### config.mk
export PLATFORM = sky130hd
export DESIGN_NAME = ifu_fetch
export DESIGN_NICKNAME = d
export VERILOG_FILES = /design/src/rtl/ifu_fetch.sv
export SDC_FILE = /design/constraint.sdc
export NUM_CORES = 1
export LEC_CHECK = 0
export ABC_AREA = 1
export CORE_MARGIN = 3
export CORE_UTILIZATION = 33
export DETAILED_ROUTE_END_ITERATION = 16
export SLEW_MARGIN = 20
export SYNTH_ARGS = -nofsm -noshare
export SYNTH_HDL_FRONTEND = slang
export SYNTH_SLANG_ARGS = --single-unit
### constraint.sdc
create_clock -name clock -period 2.3 [get_ports clock]
set_input_delay 0.46 -clock clock [delete_from_list [all_inputs] [get_ports clock]]
set_output_delay 0.46 -clock clock [all_outputs]
set_load 0.01 [all_outputs]
### src/rtl/ifu_fetch.sv
// rtl/ifu_fetch.sv - instruction fetch stage: PC, single outstanding fetch, static next-PC prediction
// Hands fetched words to decode; flush/jump_flush redirect the PC and drop wrong-path data.
module ifu_fetch #(
  parameter logic [31:0] RESET_PC = 32'h3000_0000
) (
  input  logic        clock,
  input  logic        reset,
  input  logic        flush,
  input  logic [31:0] flush_dnpc,
  input  logic        jump_flush,
  input  logic [31:0] jump_dnpc,
  output logic        req_valid,
  input  logic        req_ready,
  output logic [31:0] req_addr,
  input  logic        resp_valid,
  input  logic [31:0] resp_data,
  output logic        out_valid,
  input  logic        out_ready,
  output logic [31:0] out_pc,
  output logic [31:0] out_inst
);

  typedef enum logic [1:0] {S_REQ, S_WAIT, S_HOLD, S_DROP} state_e;

  state_e      state_q, state_d;
  logic [31:0] pc_q, pc_d;
  logic [31:0] npc_q, npc_d;
  logic [31:0] inst_q, inst_d;

  logic        redir;
  logic [31:0] target;
  logic [4:0]  op;
  logic [31:0] jal_imm;
  logic [31:0] br_imm;
  logic [31:0] pred_pc;

  assign redir  = flush | jump_flush;
  assign target = flush ? flush_dnpc : jump_dnpc;

  assign op      = resp_data[6:2];
  assign jal_imm = {{11{resp_data[31]}}, resp_data[31], resp_data[19:12], resp_data[20],
                    resp_data[30:21], 1'b0};
  assign br_imm  = {{19{resp_data[31]}}, resp_data[31], resp_data[7], resp_data[30:25],
                    resp_data[11:8], 1'b0};

  // Static prediction: JAL and backward branches taken, all else (JALR included) falls through.
  always_comb begin
    pred_pc = pc_q + 32'd4;
    if (op == 5'b11011) begin
      pred_pc = pc_q + jal_imm;
    end else if ((op == 5'b11000) && resp_data[31]) begin
      pred_pc = pc_q + br_imm;
    end
    pred_pc[0] = 1'b0;
  end

  always_comb begin
    state_d   = state_q;
    pc_d      = pc_q;
    npc_d     = npc_q;
    inst_d    = inst_q;
    req_valid = 1'b0;
    out_valid = 1'b0;
    unique case (state_q)
      S_REQ: begin
        // Gated by the reset input so no request is visible while reset is held.
        req_valid = reset;
        if (redir) begin
          pc_d = target;
          if (req_ready) state_d = S_DROP;
        end else if (req_ready) begin
          state_d = S_WAIT;
        end
      end
      S_WAIT: begin
        if (redir) begin
          pc_d    = target;
          state_d = resp_valid ? S_REQ : S_DROP;
        end else if (resp_valid) begin
          inst_d  = resp_data;
          npc_d   = pred_pc;
          state_d = S_HOLD;
        end
      end
      S_HOLD: begin
        out_valid = ~redir;
        if (redir) begin
          pc_d    = target;
          state_d = S_REQ;
        end else if (out_ready) begin
          pc_d    = npc_q;
          state_d = S_REQ;
        end
      end
      S_DROP: begin
        // One response is still owed for a request issued on the wrong path.
        if (redir) pc_d = target;
        if (resp_valid) state_d = S_REQ;
      end
      default: state_d = S_REQ;
    endcase
  end

  always_ff @(posedge clock or negedge reset) begin
    if (!reset) begin
      state_q <= S_REQ;
      pc_q    <= RESET_PC;
      npc_q   <= RESET_PC;
      inst_q  <= 32'h0;
    end else begin
      state_q <= state_d;
      pc_q    <= pc_d;
      npc_q   <= npc_d;
      inst_q  <= inst_d;
    end
  end

  assign req_addr = {pc_q[31:2], 2'b00};
  assign out_pc   = pc_q;
  assign out_inst = inst_q;

endmodule

==> impl_metrics.json, run 1 <==
{
  "route.vias.total": 12240,
  "power_leakage_nw": 7.452,
  "post_synth_num_cell_types": 41,
  "timing.final.hold_violations": 0,
  "num-fill-cells": 2790,
  "critical_path.cell_chain": "ha_4 > nand2_2 > nor2_2 > inv_1 > nor2_1 > buf_4 > nand4_1 > nand3_1 > nand2_1 > nand3_2 > nand2_1 > a21oi_2 > nor2_1",
  "number_of_global_route_vias_before_repair": 11590,
  "register_share_of_total_power_pct": 23.4,
  "cts_inserted_buffers": 9,
  "clock_path_buffers": 2,
  "p_clk_share_pct": 11.7,
  "place_ws_ns": -0.7487,
  "htreeDepth": 3,
  "dr.pass1.iters": 5,
  "mapped_cells": 1580,
  "power_spent_charging_and_discharging_nets_mw": 5.965,
  "yosysWarningCount": 0,
  "layout_min_cycle_time_ns": 2.266,
  "rsz0062_at_grt": "yes",
  "fin_skew_ns": 0.01259,
  "drt_wl_total_um": 45060,
  "fmaxAchievable_mhz": 441.2,
  "cp.arrival_ns": 2.53,
  "netlist_area_mm2": 0.009442,
  "cts_tree": "built",
  "p_sw_share_pct": 45.26,
  "clock_insertion_delay_worst_skew_ns": 0.36,
  "timing.critical_path.from": "out_pc[17]",
  "grt_remaining_overflow": 0,
  "timing.critical_path.required_ns": 2.56,
  "final_net_count": 2146,
  "post_drt_wl_per_cell_um": 18.93,
  "core_mm2": 0.02801,
  "place.gp.congestion": 1.002,
  "most-common-layout-cells": "sky130_fd_sc_hd__nand2_1, sky130_fd_sc_hd__buf_4, sky130_fd_sc_hd__clkdlybuf4s50_1",
  "dr.first_iter.drc_count": 1113,
  "r2r-end": "npc_q[18]",
  "post_synth.cell_area_avg_um2": 5.976,
  "area.growth.synth_to_final_pct": 60.79,
  "antenna_found_initial": 0,
  "layout_setup_ws_ns": 0.03354,
  "status": "finished clean",
  "drcViolationCount": 0,
  "drv_slew": 0,
  "power.internal_mw": 7.214,
  "drt.antenna.violating_nets": 0,
  "global_route_usage_over_all_layers_pct": 28.35,
  "cp_max_fo": 3,
  "pwr_density_cell_mw_per_mm2": 868.1,
  "timing.final.crit_share_pct": 98.54,
  "r2r_depth": 13,
  "path_delay_family": "simple AND/OR/NAND/NOR gates",
  "combinational_group_share_of_total_power_pct": 64.8,
  "synth_sequential_area_ratio_pct": 25.76,
  "slowest_stage": "sky130_fd_sc_hd__dfrtp_2",
  "grt_pass1_wl_um": 67170,
  "start_kind": "flip-flop",
  "layout-drive-gt1-share_pct": 27.87,
  "worst_slew_margin_relative_to_its_limit_pct": 62.21,
  "critPathBufInv": 2,
  "cpPeakStageDelay_ns": 0.51,
  "clock_sink_count": 97,
  "design.die.area_mm2": 0.03068,
  "postLayoutCoreUtil_pct": 54.20,
  "die_x_um": 175.1,
  "timing_worst_setup_path_type": "flip-flop to flip-flop",
  "reg2reg_slack_ns": 0.03,
  "fp.dieH_um": 175.1,
  "worst_hold_check_path_type": "input pin to asynchronous set/reset pin",
  "placementRows": 61,
  "place_hpwl_um": 36120,
  "setup.worst_path.end_class": "flip-flop",
  "cts_root_buf": "sky130_fd_sc_hd__clkbuf_16",
  "final_common_cell": "sky130_fd_sc_hd__nand2_1",
  "floorplan.io_pins": 201,
  "synth_seq_cells": 97,
  "vias_per_cell": 5.142,
  "logic_depth_of_the_worst_path_buffers_included": 13,
  "start_util_pct": 33.71,
  "worst_ir_drop_vdd_mv": 0.3846,
  "launch_point_of_the_worst_reg_to_reg_path": "out_pc[17]",
  "report.final.setup_viol": 0,
  "grt_max_degree": 98,
  "timing.critical_path.to": "npc_q[18]",
  "port_buffers": 198,
  "insertedDiodeCount": 0,
  "tightestPinTransition_ns": 0.5668,
  "clkSlewWorstSetupHoldPaths_ns": 0.08,
  "max_capacitance_violation_count": 0
}
==> repair_timing <==
action | CTS | global route
pin swaps | 17 | 64
cloned | 1 | 0
setup endpoints to repair | 24 | 27
hold buffers | 0 | 0
gates resized for setup | 106 | 199
buffers inserted | 6 | 20
==> state kept, by name, summed over array words and instances, names as in the netlist <==
name	flops
out_inst	32
out_pc	32
npc_q	31
state_q	2
==> power groups by stage <==
| stage | Sequential [mW] | Combinational, mW | Clock [mW] |
|---|---|---|---|
| 2_1_floorplan | 3.12 | 3.36 | 0 |
| 3_3_place_gp | 3.04 | 7.35 | 0 |
| 3_5_place_dp | 3.05 | 7.40 | 0 |
| 4_1_cts | 3.05 | 7.79 | 1.56 |
| 5_1_grt | 3.15 | 9.28 | 1.62 |
| 6_report | 3.09 | 8.55 | 1.54 |
==> cells by family (layout without fill, tap and decap cells) <==
family / count (synthesis) / count (layout) / synth area share [%]
AOI/OAI and AO/OA: 260 / 260 / 15.17
xor gates and xnor gates: 17 / 17 / 1.577
adders and majority gates: 46 / 46 / 6.255
buffers and inverters: 267 / 688 / 12.18
DFF: 97 / 97 / 25.76
other: 1 / 2 / 0.03972
and+or+nand+nor: 892 / 892 / 39.01
==> layer usage <==
metal	vias to the layer above	global-route usage (%)	wire [um]
li1	5878	-	-
met1	5754	37.80	19140
met2	513	46.00	20700
met3	92	4.063	3165
met4	0	11.84	2062
met5	-	0	0
==> cells in the mapped netlist (all sizes together) <==
cell,n,share of area [%]
nand2,539,22
nor2,205,8.5
inv,188,7.5
o21ai,126,6.7
nand3,100,5.4
dfrtp,93,25
a21oi,76,4.0
buf,55,3.8
ha,44,5.8
o211ai,34,2.7
clkbuf,23,0.91
nor3,19,1.2
nand4,18,1.2
xor2,13,1.2
a31oi,9,0.60
o21bai,7,0.56
dfstp,4,1.1
nor4,4,0.58
xnor2,4,0.37
nor3b,3,0.24
o22ai,3,0.20
a21boi,2,0.16
fa,2,0.42
nand3b,2,0.16
or2,2,0.13
a21o,1,0.080
a22oi,1,0.080
clkinv,1,0.040
conb,1,0.040
o32ai,1,0.093
==> worst min-delay path by stage <==
stage                       from           end  slack [ns]  depth (start not counted)
floorplan                  reset     npc_q[10]        0.16                          0
global placement    out_inst[10]  out_inst[10]        0.46                          2
detailed placement  out_inst[10]  out_inst[10]        0.46                          2
CTS                        reset   out_inst[1]        0.25                          2
global route               reset  out_inst[21]        0.26                          2
finish                     reset   out_inst[1]        0.22                          2
==> worst reg2reg max path: cells and delay by family (launching register included) <==
family	cells	cell delay, ns
flip-flops	1	0.51
AO/OA/AOI/OAI	1	0.15
AND/OR/NAND/NOR	9	0.94
adder cells (fa/ha/maj)	1	0.33
buffers and inverters	2	0.23
==> metrics by stage <==
stage | area [um^2] | setup TNS (ns) | instances | hold WS (ns) | power, mW
global placement | 13490 | -15.16 | 2337 | 0.4620 | 10.39
floorplan | 9445 | 0 | 1581 | 0.1644 | 6.483
detailed placement | 13490 | -15.22 | 2337 | 0.4642 | 10.45
finish | 15180 | 0 | 2380 | 0.2213 | 13.18
CTS | 14290 | -0.03973 | 2360 | 0.2544 | 12.40
global route | 15180 | -0.5523 | 2380 | 0.2610 | 14.04
==> area by class of cell <==
class	instances	area, um^2	area share (%)
Multi-Input combinational cell	1217	6957	45.83
Tap cell	378	473.0	3.115
Clock buffer	10	239.0	1.574
Inverter	189	709.4	4.673
Sequential cell	97	2451	16.15
Timing Repair Buffer	483	4297	28.30
Clock inverter	6	55.05	0.3626
(Power assumes the default switching activity.)
==> run 2: changes to the inputs <==
ABC_CLOCK_PERIOD_IN_PS = 2300   (was default)
==> results of run 2 <==
No change in the layout: final DEF, timing and power equal those of run 1.
